`src/rtl/apb_completer_mem.sv`:
```
// APB completer with per-slave register-backed word memory and an in-line
// protocol checker (sticky error flag, first-error code, transfer counters).
//
// Bus handshake: there is no pready, so the completer is always ready. A
// transfer is one setup cycle (exactly one pselx bit set, penable=0)
// followed by one access cycle (same pselx/paddr/pwrite, penable=1). The
// transfer completes on the clock edge that ends the access cycle. Read
// data is registered on the edge that ends setup and is held through access.
//
// State encoding names the phase the bus has just completed:
//   ST_IDLE   - no transfer in flight
//   ST_SETUP  - a valid setup was captured; this cycle must be its access
//   ST_ACCESS - an access just completed; this cycle behaves like idle
module apb_completer_mem #(
    parameter int NSLV     = 4,
    parameter int DEPTH    = 16,
    parameter int ADDR_LSB = 2,
    parameter int CNT_W    = 16
) (
    input  logic              clk,
    input  logic              reset,
    input  logic [NSLV-1:0]   pselx,
    input  logic              penable,
    input  logic              pwrite,
    input  logic [31:0]       paddr,
    input  logic [31:0]       pwdata,
    output logic [31:0]       prdata,
    output logic              perr,
    output logic [1:0]        err_code,
    output logic [CNT_W-1:0]  wr_count,
    output logic [CNT_W-1:0]  rd_count,
    output logic [1:0]        dbg_state_o
);

    localparam int WW        = (DEPTH > 1) ? $clog2(DEPTH) : 1;
    localparam int BW        = (NSLV > 1) ? $clog2(NSLV) : 1;
    localparam int IW        = BW + WW;
    localparam int MEM_WORDS = 1 << IW;

    localparam logic [1:0] ERR_ENABLE = 2'd1;
    localparam logic [1:0] ERR_MULTI  = 2'd2;
    localparam logic [1:0] ERR_MATCH  = 2'd3;

    typedef enum logic [1:0] {
        ST_IDLE   = 2'd0,
        ST_SETUP  = 2'd1,
        ST_ACCESS = 2'd2
    } state_t;

    state_t            state_q, state_d;
    logic [NSLV-1:0]   cap_sel_q, cap_sel_d;
    logic [31:0]       cap_addr_q, cap_addr_d;
    logic              cap_write_q, cap_write_d;
    logic [31:0]       prdata_q;
    logic              perr_q;
    logic [1:0]        err_code_q;
    logic [CNT_W-1:0]  wr_count_q;
    logic [CNT_W-1:0]  rd_count_q;
    logic [31:0]       mem_q [MEM_WORDS];

    logic              multi_sel;
    logic              load_rd;
    logic              commit;
    logic              err_hit;
    logic [1:0]        err_new;
    logic [IW-1:0]     bus_idx;
    logic [IW-1:0]     cap_idx;

    // Position of the (last) set bit; callers only use it for one-hot values.
    function automatic logic [BW-1:0] onehot_idx(input logic [NSLV-1:0] v);
        onehot_idx = '0;
        for (int i = 0; i < NSLV; i++) begin
            if (v[i]) onehot_idx = BW'(i);
        end
    endfunction

    assign multi_sel = (pselx & (pselx - NSLV'(1))) != '0;
    assign bus_idx   = {onehot_idx(pselx), paddr[ADDR_LSB +: WW]};
    assign cap_idx   = {onehot_idx(cap_sel_q), cap_addr_q[ADDR_LSB +: WW]};

    // Next-state, capture and error classification for the current bus cycle.
    always_comb begin
        state_d     = state_q;
        cap_sel_d   = cap_sel_q;
        cap_addr_d  = cap_addr_q;
        cap_write_d = cap_write_q;
        load_rd     = 1'b0;
        commit      = 1'b0;
        err_hit     = 1'b0;
        err_new     = 2'd0;
        case (state_q)
            ST_SETUP: begin
                if (multi_sel) begin
                    err_hit = 1'b1;
                    err_new = ERR_MULTI;
                    state_d = ST_IDLE;
                end else if (penable && (pselx == cap_sel_q) &&
                             (paddr == cap_addr_q) && (pwrite == cap_write_q)) begin
                    commit  = 1'b1;
                    state_d = ST_ACCESS;
                end else begin
                    err_hit = 1'b1;
                    err_new = ERR_MATCH;
                    state_d = ST_IDLE;
                end
            end
            default: begin
                // Idle and just-completed access decode identically: a new
                // setup may follow immediately, a repeated enable is an error.
                if (multi_sel) begin
                    err_hit = 1'b1;
                    err_new = ERR_MULTI;
                    state_d = ST_IDLE;
                end else if ((|pselx) && !penable) begin
                    cap_sel_d   = pselx;
                    cap_addr_d  = paddr;
                    cap_write_d = pwrite;
                    load_rd     = !pwrite;
                    state_d     = ST_SETUP;
                end else if (penable) begin
                    err_hit = 1'b1;
                    err_new = ERR_ENABLE;
                    state_d = ST_IDLE;
                end else begin
                    state_d = ST_IDLE;
                end
            end
        endcase
    end

    // State, captured setup fields, read data, error and counter registers.
    always_ff @(posedge clk or posedge reset) begin
        if (reset) begin
            state_q     <= ST_IDLE;
            cap_sel_q   <= '0;
            cap_addr_q  <= '0;
            cap_write_q <= 1'b0;
            prdata_q    <= '0;
            perr_q      <= 1'b0;
            err_code_q  <= 2'd0;
            wr_count_q  <= '0;
            rd_count_q  <= '0;
        end else begin
            state_q     <= state_d;
            cap_sel_q   <= cap_sel_d;
            cap_addr_q  <= cap_addr_d;
            cap_write_q <= cap_write_d;
            if (load_rd) prdata_q <= mem_q[bus_idx];
            if (err_hit && !perr_q) begin
                perr_q     <= 1'b1;
                err_code_q <= err_new;
            end
            if (commit && cap_write_q && (wr_count_q != {CNT_W{1'b1}}))
                wr_count_q <= wr_count_q + CNT_W'(1);
            if (commit && !cap_write_q && (rd_count_q != {CNT_W{1'b1}}))
                rd_count_q <= rd_count_q + CNT_W'(1);
        end
    end

    // Word memory: written only when a write access completes.
    always_ff @(posedge clk or posedge reset) begin
        if (reset) begin
            for (int i = 0; i < MEM_WORDS; i++) mem_q[i] <= '0;
        end else if (commit && cap_write_q) begin
            mem_q[cap_idx] <= pwdata;
        end
    end

    assign prdata      = prdata_q;
    assign perr        = perr_q;
    assign err_code    = err_code_q;
    assign wr_count    = wr_count_q;
    assign rd_count    = rd_count_q;
    assign dbg_state_o = state_q;

endmodule
```
`config.mk`:
```
export PLATFORM = sky130hd
export DESIGN_NAME = apb_completer_mem
export DESIGN_NICKNAME = d
export VERILOG_FILES = /design/src/rtl/apb_completer_mem.sv
export SDC_FILE = /design/constraint.sdc
export NUM_CORES = 2
export LEC_CHECK = 0
export CORE_MARGIN = 2
export CORE_UTILIZATION = 52
export CTS_CLUSTER_SIZE = 28
export DETAILED_ROUTE_END_ITERATION = 6
export PLACE_DENSITY_LB_ADDON = 0.05
export SLEW_MARGIN = 20
export SYNTH_ARGS = -nofsm -noshare
export SYNTH_HDL_FRONTEND = slang
export SYNTH_SLANG_ARGS = --single-unit
```
`constraint.sdc`:
```
create_clock -name clk -period 86.6 [get_ports clk]
set_input_delay 12.99 -clock clk [delete_from_list [all_inputs] [get_ports clk]]
set_output_delay 12.99 -clock clk [all_outputs]
set_load 0.03 [all_outputs]
```
==> flow_summary.ini <==
[cts]
h-tree-depth = 4
cts_tree = done
cts-resized-gates = 0
ctsLongestPathBuffers = 3
clockRootBuffer = clkbuf_16
post_cts_buffers = 0
clock_latency_ps = 870
numClockSinks = 2154
clk_pin_slew_worst_paths_ps = 60
cts_made_buffers = 224
ctsHoldBuffers = 0

[critical_path]
path_class = primary input to flop
cp.required_ps = 87290
cp_max_fo = 74
crit_path_end_kind = flop
crit_top_cell = buf_4
crit_chain = buf_8, buf_4, buf_4, buf_4, buf_4, mux4_2, a22oi_1, nand3_1, a21oi_1, a21oi_1
slowest_stage = buf_4
critPathLaunchType = primary input
arrival_ps = 18020
critPathBufInv = 5
critical_path.max_stage_delay_ps = 870
critPathTopFamily = buffers and inverters

[timing]
rsz0062_at_grt = false
drv_slew = 0
fin_hold_ws_ps = 482
setup_viol = 0
finalHoldViolCount = 0
fmax_mhz = 57.7
fin_crit_ps = 17330
slew_headroom = 0.136
post-route-period-util = 0.200
worst_pin_slew_ps = 1280
fin_worst_skew_ps = 27.4
setup_slack_ps = 69270
tns_ps = 0

[die]
design.die.area_mm2 = 0.191
die_h_um = 436
row_count = 158
num_io_pins = 141
start_util = 0.524
core_area_mm2 = 0.186
die_x_um = 436

[worst_hold_path]
hp-class = flop to flop

[placement]
io_buffers = 140
detailed_place_hpwl_um = 156000
place_congestion = 0.810
pre_cts_ws_ps = 68350
postPlaceCellArea_mm2 = 0.101

[final_layout]
final_net_count = 6228
layout_commonest_cell = dfrtp_1
area_growth_pct = 11.4
fin_area_mm2 = 0.108
final_layout_size_suffix_gt1_frac = 0.494
layout_common_cells = dfrtp_1, mux2_2, mux4_2

[power]
cellPowerDensity_mw_per_mm2 = 20.0
fin_total_pwr_mw = 2.17
p_leak_nw = 52.1
ir_worst_vdd_mv = 0.0229

[synthesis]
synthFlopType = dfrtp_1
synth-edff-count = 0
synth-simple-area-share = 0.0239
seq_area_frac_synth = 0.554
synthArstFlopShare = 1.00
synth_cells = 6243
yosysUniqueCellTypes = 52
syn-cell-area_mm2 = 0.0973
synth_top_family_by_area = multiplexers
synth_compound_area_frac = 0.0245
synth_fp_nets = 6317
synth_xor_area_frac = 0.00585
synth_fa_ha_area_frac = 0.000257
yosysWarnings = 0
synth.area.mux_share = 0.362
ys_ff_latch = 2154
synth.avg_cell_area_um2 = 15.6

[grt]
antenna_found_initial = 8
grt_pass1_wl_um = 406000
grt_max_degree = 185
track_usage = 0.288
grt_pass1_vias = 58203
grt-ovfl-total = 0

[routing]
totalWireLength_um = 270000
drtAntennaViolNets = 0
routedWlPerCell_um = 30.6
drc = 0
dr.pass1.iters = 5
vias = 55843
drt_iter0_drc = 4140
vias_per_cell = 6.33

[run]
drv_cap = 0

[run_status]
status = complete, no violations
[worst paths after layout]
| path | start | endpoint | slack (ps) | cells past startpoint |
|---|---|---|---|---|
| min reg2reg | mem_q[1753]$_DFFE_PP0P_ | mem_q[1753]$_DFFE_PP0P_ | 480 | 1 |
| min in group asynchronous | reset | mem_q[1794]$_DFFE_PP0P_ | 12680 | 2 |
| max in group asynchronous | reset | mem_q[205]$_DFFE_PP0P_ | 69620 | 6 |
| max | paddr[4] | prdata[20]$_DFFE_PP0P_ | 69270 | 10 |
| min | mem_q[1753]$_DFFE_PP0P_ | mem_q[1753]$_DFFE_PP0P_ | 480 | 1 |
| max reg2reg | cap_addr_q[2]$_DFFE_PP0P_ | mem_q[976]$_DFFE_PP0P_ | 81570 | 7 |
[state kept, by name, indices dropped and copies added (netlist names)]
| signal | count |
|---|---|
| err_code | 2 |
| cap_sel_q | 4 |
| mem_q | 2048 |
| prdata | 32 |
| perr | 1 |
| wr_count | 16 |
| cap_write_q | 1 |
| cap_addr_q | 32 |
| rd_count | 16 |
| dbg_state_o | 2 |
[metal layers]
layer / part of all wire / GRT usage / routed length, um
met5: 0 / 0 / 0
met1: 0.46 / 0.425 / 123000
met2: 0.47 / 0.449 / 126000
met4: 0.024 / 0.0717 / 6430
met3: 0.052 / 0.0465 / 13900
[Yosys cell counts (3+ instances only)]
cell type,count,area share
mux4_2,480,0.11
o21ai_0,40,0.0021
nand2_1,23,0.00089
and3_1,4,0.00026
nor4_1,38,0.0024
buf_2,142,0.0073
mux2_2,1960,0.23
nand3_1,59,0.0030
buf_4,28,0.0022
o221ai_1,31,0.0028
a22oi_1,63,0.0049
nor4_4,31,0.0068
nor2_1,56,0.0022
nor3_1,40,0.0021
or4_1,3,0.00023
nor2b_1,6,0.00039
buf_6,6,0.00069
or3_1,11,0.00071
xnor2_1,45,0.0041
a21oi_1,96,0.0049
buf_1,128,0.0049
clkbuf_1,339,0.013
a211oi_1,3,0.00023
mux2i_1,97,0.010
mux2_1,124,0.014
nand2b_1,7,0.00045
xor2_1,20,0.0018
nor4_2,5,0.00064
nor3_2,6,0.00062
a221oi_1,31,0.0028
nand4_1,32,0.0021
inv_1,14,0.00054
o22ai_1,96,0.0062
dfrtp_1,2154,0.55
[cells by family (layout without fill, tap and decap cells)]
group | count (synthesis) | count (layout)
multiplexers | 2661 | 2661
XOR/XNOR | 65 | 65
AND/OR/NAND/NOR | 335 | 335
buffers and inverters | 658 | 756
AO/OA/AOI/OAI | 368 | 368
flip-flops | 2154 | 2154
adder cells (fa/ha/maj) | 2 | 2
other | 0 | 1
[metrics by stage]
stage / cells / utilization
2_1_floorplan: 6243 / -
3_3_place_gp: 8401 / 0.542
3_5_place_dp: 8406 / 0.542
4_1_cts: 8819 / 0.583
5_1_grt: 8821 / 0.584
6_report: 8822 / 0.584
[cell type report]
class	count	area (um^2)
diodes	1	2.50
clock buffers	332	6620
clock inverters	81	968
fillers	14534	77300
inverters	14	60.1
multi-input cells	3431	40900
flip-flops and latches	2154	53900
well taps	2480	3100
repair buffers	329	2800
[power by group]
part	total, mW	internal, mW	switching [mW]
sequential	1.03	1.02	0.0160
combinational	0.144	0.0388	0.105
clock	0.990	0.580	0.409
No activity file was read; power rests on OpenSTA's default activity.
